## src/rtl/id_ex_stage_if.sv

```systemverilog
// id_ex_stage_if -- signal bundle between decode/write-back and the ID/EX
// pipeline register.
//   Decode side   : id_valid, id_rs/id_rt/id_rd, id_rdata1/2, id_imm, id_ctrl
//   Write-back    : wb_we, wb_rd, wb_data (same values written to the RF)
//   Execute ctrl  : ex_busy, flush
//   Stage outputs : ex_valid, ex_rs/ex_rt/ex_rd, ex_a, ex_b, ex_imm, ex_ctrl,
//                   id_stall, stage_state, bubble_count
// master: the surrounding pipeline, which drives the inputs.
// slave : the id_ex_stage register itself.
interface id_ex_stage_if;
    logic        id_valid;
    logic [4:0]  id_rs;
    logic [4:0]  id_rt;
    logic [4:0]  id_rd;
    logic [31:0] id_rdata1;
    logic [31:0] id_rdata2;
    logic [31:0] id_imm;
    logic [7:0]  id_ctrl;
    logic        wb_we;
    logic [4:0]  wb_rd;
    logic [31:0] wb_data;
    logic        ex_busy;
    logic        flush;

    logic        ex_valid;
    logic [4:0]  ex_rs;
    logic [4:0]  ex_rt;
    logic [4:0]  ex_rd;
    logic [31:0] ex_a;
    logic [31:0] ex_b;
    logic [31:0] ex_imm;
    logic [7:0]  ex_ctrl;
    logic        id_stall;
    logic [1:0]  stage_state;
    logic [15:0] bubble_count;

    modport master (
        output id_valid, id_rs, id_rt, id_rd, id_rdata1, id_rdata2, id_imm,
               id_ctrl, wb_we, wb_rd, wb_data, ex_busy, flush,
        input  ex_valid, ex_rs, ex_rt, ex_rd, ex_a, ex_b, ex_imm, ex_ctrl,
               id_stall, stage_state, bubble_count
    );

    modport slave (
        input  id_valid, id_rs, id_rt, id_rd, id_rdata1, id_rdata2, id_imm,
               id_ctrl, wb_we, wb_rd, wb_data, ex_busy, flush,
        output ex_valid, ex_rs, ex_rt, ex_rd, ex_a, ex_b, ex_imm, ex_ctrl,
               id_stall, stage_state, bubble_count
    );
endinterface

```

## src/rtl/id_ex_stage.sv

```systemverilog
// id_ex_stage -- ID/EX pipeline register with load-use hazard detection,
// write-back bypass into the captured operands, execute back-pressure and
// flush handling.
// Ports:
//   clk2  : clock, all state changes on its rising edge
//   reset : asynchronous, active-low; clears all state
//   bus   : id_ex_stage_if.slave (decode/write-back inputs, ex_* outputs,
//           id_stall, stage_state, bubble_count)
// Per-edge priority: flush > ex_busy > load-use hazard > normal capture.
module id_ex_stage (
    input  logic           clk2,
    input  logic           reset,
    id_ex_stage_if.slave   bus
);

    typedef enum logic [1:0] {
        RUN    = 2'd0,
        BUBBLE = 2'd1,
        HOLD   = 2'd2
    } state_e;

    state_e      state_q, state_d;
    logic        ex_valid_q, ex_valid_d;
    logic [4:0]  ex_rs_q, ex_rs_d;
    logic [4:0]  ex_rt_q, ex_rt_d;
    logic [4:0]  ex_rd_q, ex_rd_d;
    logic [31:0] ex_a_q, ex_a_d;
    logic [31:0] ex_b_q, ex_b_d;
    logic [31:0] ex_imm_q, ex_imm_d;
    logic [7:0]  ex_ctrl_q, ex_ctrl_d;
    logic [15:0] bubble_q, bubble_d;
    logic        hazard;
    logic        stall;
    logic        bypass_a;
    logic        bypass_b;

    // Load in execute whose destination feeds the instruction in decode.
    assign hazard = bus.id_valid & ex_valid_q & ex_ctrl_q[1] & (ex_rd_q != 5'd0) &
                    ((ex_rd_q == bus.id_rs) | (ex_rd_q == bus.id_rt));

    // Register 0 is hard-wired, so a write-back to it is never forwarded.
    assign bypass_a = bus.wb_we & (bus.wb_rd != 5'd0) & (bus.wb_rd == bus.id_rs);
    assign bypass_b = bus.wb_we & (bus.wb_rd != 5'd0) & (bus.wb_rd == bus.id_rt);

    always_comb begin
        state_d    = RUN;
        stall      = 1'b0;
        ex_valid_d = ex_valid_q;
        ex_rs_d    = ex_rs_q;
        ex_rt_d    = ex_rt_q;
        ex_rd_d    = ex_rd_q;
        ex_a_d     = ex_a_q;
        ex_b_d     = ex_b_q;
        ex_imm_d   = ex_imm_q;
        ex_ctrl_d  = ex_ctrl_q;
        bubble_d   = bubble_q;

        if (bus.flush) begin
            ex_valid_d = 1'b0;
            ex_ctrl_d  = '0;
            state_d    = RUN;
        end else if (bus.ex_busy) begin
            // Everything holds; operands are not re-bypassed.
            state_d = HOLD;
            stall   = 1'b1;
        end else if (hazard) begin
            ex_valid_d = 1'b0;
            ex_ctrl_d  = '0;
            state_d    = BUBBLE;
            stall      = 1'b1;
            if (bubble_q != '1) begin
                bubble_d = bubble_q + 16'd1;
            end
        end else begin
            ex_valid_d = bus.id_valid;
            ex_rs_d    = bus.id_rs;
            ex_rt_d    = bus.id_rt;
            ex_rd_d    = bus.id_rd;
            ex_imm_d   = bus.id_imm;
            ex_ctrl_d  = bus.id_valid ? bus.id_ctrl : '0;
            ex_a_d     = bypass_a ? bus.wb_data : bus.id_rdata1;
            ex_b_d     = bypass_b ? bus.wb_data : bus.id_rdata2;
            state_d    = RUN;
        end
    end

    always_ff @(posedge clk2 or negedge reset) begin
        if (!reset) begin
            state_q <= RUN;
        end else begin
            state_q <= state_d;
        end
    end

    always_ff @(posedge clk2 or negedge reset) begin
        if (!reset) begin
            ex_valid_q <= 1'b0;
            ex_rs_q    <= '0;
            ex_rt_q    <= '0;
            ex_rd_q    <= '0;
            ex_a_q     <= '0;
            ex_b_q     <= '0;
            ex_imm_q   <= '0;
            ex_ctrl_q  <= '0;
            bubble_q   <= '0;
        end else begin
            ex_valid_q <= ex_valid_d;
            ex_rs_q    <= ex_rs_d;
            ex_rt_q    <= ex_rt_d;
            ex_rd_q    <= ex_rd_d;
            ex_a_q     <= ex_a_d;
            ex_b_q     <= ex_b_d;
            ex_imm_q   <= ex_imm_d;
            ex_ctrl_q  <= ex_ctrl_d;
            bubble_q   <= bubble_d;
        end
    end

    assign bus.ex_valid     = ex_valid_q;
    assign bus.ex_rs        = ex_rs_q;
    assign bus.ex_rt        = ex_rt_q;
    assign bus.ex_rd        = ex_rd_q;
    assign bus.ex_a         = ex_a_q;
    assign bus.ex_b         = ex_b_q;
    assign bus.ex_imm       = ex_imm_q;
    assign bus.ex_ctrl      = ex_ctrl_q;
    assign bus.stage_state  = state_q;
    assign bus.bubble_count = bubble_q;
    // Stall is suppressed while reset is asserted, even if ex_busy is high.
    assign bus.id_stall     = stall & reset;

endmodule
```

## src/flat_wrapper.sv

```systemverilog
// flat-port wrapper written by rule: the top's interface ports become plain ports
module id_ex_stage_flat 
  (clk2, reset, bus_id_valid, bus_id_rs, bus_id_rt, bus_id_rd, bus_id_rdata1, bus_id_rdata2, bus_id_imm, bus_id_ctrl, bus_wb_we, bus_wb_rd, bus_wb_data, bus_ex_busy, bus_flush, bus_ex_valid, bus_ex_rs, bus_ex_rt, bus_ex_rd, bus_ex_a, bus_ex_b, bus_ex_imm, bus_ex_ctrl, bus_id_stall, bus_stage_state, bus_bubble_count);
  id_ex_stage_if bus_i ();
  input  logic clk2;
  input  logic reset;
  input wire logic [$bits(bus_i.id_valid)-1:0] bus_id_valid;
  input wire logic [$bits(bus_i.id_rs)-1:0] bus_id_rs;
  input wire logic [$bits(bus_i.id_rt)-1:0] bus_id_rt;
  input wire logic [$bits(bus_i.id_rd)-1:0] bus_id_rd;
  input wire logic [$bits(bus_i.id_rdata1)-1:0] bus_id_rdata1;
  input wire logic [$bits(bus_i.id_rdata2)-1:0] bus_id_rdata2;
  input wire logic [$bits(bus_i.id_imm)-1:0] bus_id_imm;
  input wire logic [$bits(bus_i.id_ctrl)-1:0] bus_id_ctrl;
  input wire logic [$bits(bus_i.wb_we)-1:0] bus_wb_we;
  input wire logic [$bits(bus_i.wb_rd)-1:0] bus_wb_rd;
  input wire logic [$bits(bus_i.wb_data)-1:0] bus_wb_data;
  input wire logic [$bits(bus_i.ex_busy)-1:0] bus_ex_busy;
  input wire logic [$bits(bus_i.flush)-1:0] bus_flush;
  output wire logic [$bits(bus_i.ex_valid)-1:0] bus_ex_valid;
  output wire logic [$bits(bus_i.ex_rs)-1:0] bus_ex_rs;
  output wire logic [$bits(bus_i.ex_rt)-1:0] bus_ex_rt;
  output wire logic [$bits(bus_i.ex_rd)-1:0] bus_ex_rd;
  output wire logic [$bits(bus_i.ex_a)-1:0] bus_ex_a;
  output wire logic [$bits(bus_i.ex_b)-1:0] bus_ex_b;
  output wire logic [$bits(bus_i.ex_imm)-1:0] bus_ex_imm;
  output wire logic [$bits(bus_i.ex_ctrl)-1:0] bus_ex_ctrl;
  output wire logic [$bits(bus_i.id_stall)-1:0] bus_id_stall;
  output wire logic [$bits(bus_i.stage_state)-1:0] bus_stage_state;
  output wire logic [$bits(bus_i.bubble_count)-1:0] bus_bubble_count;
  assign bus_i.id_valid = bus_id_valid;
  assign bus_i.id_rs = bus_id_rs;
  assign bus_i.id_rt = bus_id_rt;
  assign bus_i.id_rd = bus_id_rd;
  assign bus_i.id_rdata1 = bus_id_rdata1;
  assign bus_i.id_rdata2 = bus_id_rdata2;
  assign bus_i.id_imm = bus_id_imm;
  assign bus_i.id_ctrl = bus_id_ctrl;
  assign bus_i.wb_we = bus_wb_we;
  assign bus_i.wb_rd = bus_wb_rd;
  assign bus_i.wb_data = bus_wb_data;
  assign bus_i.ex_busy = bus_ex_busy;
  assign bus_i.flush = bus_flush;
  assign bus_ex_valid = bus_i.ex_valid;
  assign bus_ex_rs = bus_i.ex_rs;
  assign bus_ex_rt = bus_i.ex_rt;
  assign bus_ex_rd = bus_i.ex_rd;
  assign bus_ex_a = bus_i.ex_a;
  assign bus_ex_b = bus_i.ex_b;
  assign bus_ex_imm = bus_i.ex_imm;
  assign bus_ex_ctrl = bus_i.ex_ctrl;
  assign bus_id_stall = bus_i.id_stall;
  assign bus_stage_state = bus_i.stage_state;
  assign bus_bubble_count = bus_i.bubble_count;
  id_ex_stage u_core (.clk2(clk2), .reset(reset), .bus(bus_i));
endmodule
```

## config.mk

```make
export PLATFORM = sky130hd
export DESIGN_NAME = id_ex_stage_flat
export DESIGN_NICKNAME = d
export VERILOG_FILES = /design/src/rtl/id_ex_stage_if.sv /design/src/rtl/id_ex_stage.sv /design/src/flat_wrapper.sv
export SDC_FILE = /design/constraint.sdc
export NUM_CORES = 1
export LEC_CHECK = 0
export CAP_MARGIN = 20
export CELL_PAD_IN_SITES_DETAIL_PLACEMENT = 1
export CELL_PAD_IN_SITES_GLOBAL_PLACEMENT = 1
export CORE_MARGIN = 2
export CORE_UTILIZATION = 30
export DETAILED_ROUTE_END_ITERATION = 10
export PLACE_DENSITY_LB_ADDON = 0.1
export SLEW_MARGIN = 20
export SYNTH_ARGS = -nofsm -noshare
export SYNTH_HDL_FRONTEND = slang
export SYNTH_SLANG_ARGS = --single-unit
```

## constraint.sdc

```tcl
create_clock -name clk2 -period 2 [get_ports clk2]
set_input_delay 0.4 -clock clk2 [delete_from_list [all_inputs] [get_ports clk2]]
set_output_delay 0.4 -clock clk2 [all_outputs]
set_load 0.01 [all_outputs]
```

==> impl_metrics.json <==
{
  "status": "complete, but fails checks",
  "violations": "setup timing",
  "numCtsBuffers": 17,
  "ant_nets": 0,
  "grt_first_pass_wirelength_um": 35500,
  "rsz0062_at_grt": "true",
  "port_buffers": 300,
  "hold_viol": 0,
  "dieArea_um2": 24300,
  "dieWidth_um": 156,
  "regToRegSetupSlack_ps": -140,
  "path_class": "flop to flop",
  "yosysWarnings": 0,
  "die_y_um": 156,
  "layout-drive-gt1-share_pct": 39.7,
  "finalSetupViolations": 115,
  "ys_seq_area_share_pct": 49.9,
  "finClkSkew_ps": 12.4,
  "critPathRequiredTime_ps": 2290,
  "grt.total_usage_pct": 19.2,
  "ir_worst_vdd_v": 0.000683,
  "rows": 55,
  "post_drt_wl_per_cell_um": 20.9,
  "cts_tree": "built",
  "grt_antenna_before_repair": 4,
  "fin_util_pct": 54.0,
  "grt_max_degree": 139,
  "placed_area_um2": 10700,
  "dp_hpwl_um": 16500,
  "slew_headroom_pct": 43.9,
  "route.detailed.drc": 0,
  "root_buffer": "clkbuf_16",
  "design_area_um2": 12200,
  "nFillCells": 2192,
  "reg2reg_depth": 9,
  "worst_pin_slew_ps": 841,
  "syn_area_per_cell_um2": 15.4,
  "hp-class": "input port to asynchronous set/reset pin",
  "drt_iter0_drc": 192,
  "synth_nets": 612,
  "vias_per_cell": 4.67,
  "hold_buffers": 0,
  "critPathArrivalTime_ps": 2430,
  "core-area_um2": 22600,
  "synthDistinctLibCells": 36,
  "place.gp.congestion": 0.762,
  "start_kind": "flop",
  "synth_cells": 449,
  "num_vias": 5319,
  "period_needed_ps": 2140,
  "clkLatencyLatePin_ps": 420,
  "grt_pass1_vias": 5970,
  "final_max_slew_viol_count": 0,
  "finalCritPeriodShare_pct": 107,
  "initial_core_util_pct": 30.5,
  "path_clk_slew_ps": 60,
  "cts_num_sinks": 138,
  "io_pins": 301,
  "multi_input_area_um2": 3560,
  "drt-total-wl_um": 23800,
  "p_leak_uw": 0.00530,
  "endpoint_kind": "flop",
  "nNetsFinal": 999,
  "grt_overflow": 0,
  "synth-seq-cells": 138,
  "syn_to_final_growth_pct": 76.7,
  "h-tree-depth": 4,
  "setup_slack_ps": -140,
  "register_area_um2": 3460,
  "worstPathMaxFanout": 9,
  "drt-pass1-iter-count": 6,
  "fmax_ghz": 0.467,
  "clock_tree.buffer_depth": 2,
  "p_per_area_nw_per_um2": 774,
  "syn_area_um2": 6920,
  "max_cap_viol_count": 0
}
## worst max-delay path, cell delays in order (launching register included)
cell and delay [ps]:
dfrtp_2 450, buf_4 150, nor3_2 200, a21oi_2 100
buf_6 140, a21oi_4 230, buf_12 190, buf_12 110
buf_16 130, mux2_4 310
## report_power, final
group	total [µW]	internal [µW]	switching, µW
Clock	3550	2260	1290
Combinational	2520	1680	843
Sequential	3380	3150	235
Total	9460	7090	2370
## through the flow
step	TNS [ps]	total power, µW	setup slack (ps)	instances	hold slack [ps]
2_1_floorplan	-5.86	4270	-5.86	449	104
4_1_cts	-9080	9380	-173	1119	177
6_report	-9150	9460	-140	1138	91.3
3_5_place_dp	-73120	5710	-704	1073	475
5_1_grt	-18160	9870	-233	1135	184
3_3_place_gp	-67090	5660	-686	1073	466
## cells in the mapped netlist
master    instances  area (µm²)
dfrtp_1         138        3450
mux2_4          120        1800
mux2_2           35         394
xnor2_1          27         236
mux2_1           22         248
nand4_1          12        75.1
nand3_1          11        55.1
buf_2             9        45.0
nand2_1           9        33.8
a32o_1            8        80.1
xor2_1            7        61.3
buf_4             6        45.0
buf_6             6        67.6
and3_1            4        25.0
nor2_1            4        15.0
nor3_1            4        20.0
a21oi_1           3        15.0
clkbuf_1          2        7.51
nor3b_1           2        15.0
nor4_4            2        42.5
nor4b_2           2        30.0
or4_4             2        22.5
a22o_1            1        8.76
and3_4            1        11.3
ha_1              1        12.5
nand2b_1          1        6.26
nand4_2           1        12.5
nand4b_1          1        8.76
nor2_4            1        11.3
nor2b_1           1        6.26
nor4_1            1        6.26
nor4b_1           1        8.76
o22ai_2           1        12.5
o31a_1            1        8.76
or2_2             1        6.26
or3_1             1        6.26
## cells in the final DEF, fill, tap and decap left out, types with 2 or more instances in the layout
master             n
buf_4             39
mux2_4           164
nand2_1            9
diode_2            4
clkdlybuf4s15_1    3
nor4_4             2
dlygate4sd2_1      6
buf_16             7
dfrtp_1          132
and3_1             4
inv_6              3
a21oi_2            2
buf_8              3
or4_4              2
mux2_2            11
nand4_1           12
nor3_1             3
clkinvlp_4         2
dfrtp_2            6
mux2_1             2
xor2_1             7
nor2_1             4
xnor2_1           19
nand3_1           10
buf_12            14
clkbuf_16         21
clkdlybuf4s50_1  282
clkinv_4           2
xnor2_2            8
clkdlybuf4s15_2    5
buf_6             25
buf_2              3
a32o_1             8
bufinv_16          5
## area by class of cell
class / count / share of cell area, %
timing repair buffer: 391 / 34.1
antenna: 4 / 0.0819
clock buffer: 19 / 3.63
sequential: 138 / 28.3
clock inverter: 13 / 1.75
multi-input combinational: 288 / 29.2
tap: 285 / 2.92
## logic make-up after synthesis
family	count (synthesis)	share of synthesized area [%]
buffers and inverters	23	2.39
flip-flops	138	49.9
AND/OR/NAND/NOR	62	6.04
multiplexers	177	35.3
AO/OA/AOI/OAI	14	1.81
adder cells (fa/ha/maj)	1	0.181
XOR/XNOR	34	4.31
## sequential cells by signal, indices dropped and copies added (netlist names), 2 cells and up
register	flops
u_core.bus.bubble_count	16
u_core.bus.ex_a	32
u_core.bus.ex_b	32
u_core.bus.ex_ctrl	8
u_core.bus.ex_imm	32
u_core.bus.ex_rd	5
u_core.bus.ex_rs	5
u_core.bus.ex_rt	5
u_core.bus.stage_state	2
## path summary, 6_finish.rpt
check	from	endpoint
min	reset	u_core.bus.ex_imm[0]
min in group clk2	bus_id_rs[1]	u_core.bus.ex_rs[1]
max in group asynchronous	reset	u_core.bus.ex_a[23]
min reg2reg	u_core.bus.ex_imm[5]	u_core.bus.ex_imm[5]
max reg2reg	u_core.bus.ex_rd[1]	u_core.bus.ex_b[31]
max	u_core.bus.ex_rd[1]	u_core.bus.ex_b[31]
## routing by layer
layer / vias up / wire (µm) / track usage [%]
li1: 2418 / - / -
met1: 2680 / 9590 / 23.1
met2: 204 / 11900 / 32.8
met3: 17 / 2080 / 7.22
met4: 0 / 195 / 4.19
met5: - / 0 / 0
## repair_timing
| item | CTS | global route |
|---|---|---|
| gates resized for setup | 67 | 75 |
| cloned | 5 | 4 |
| setup endpoints to repair | 116 | 124 |
| pin swaps | 9 | 6 |
| setup buffers | 9 | 12 |
Power figures use the tool's default switching activity.
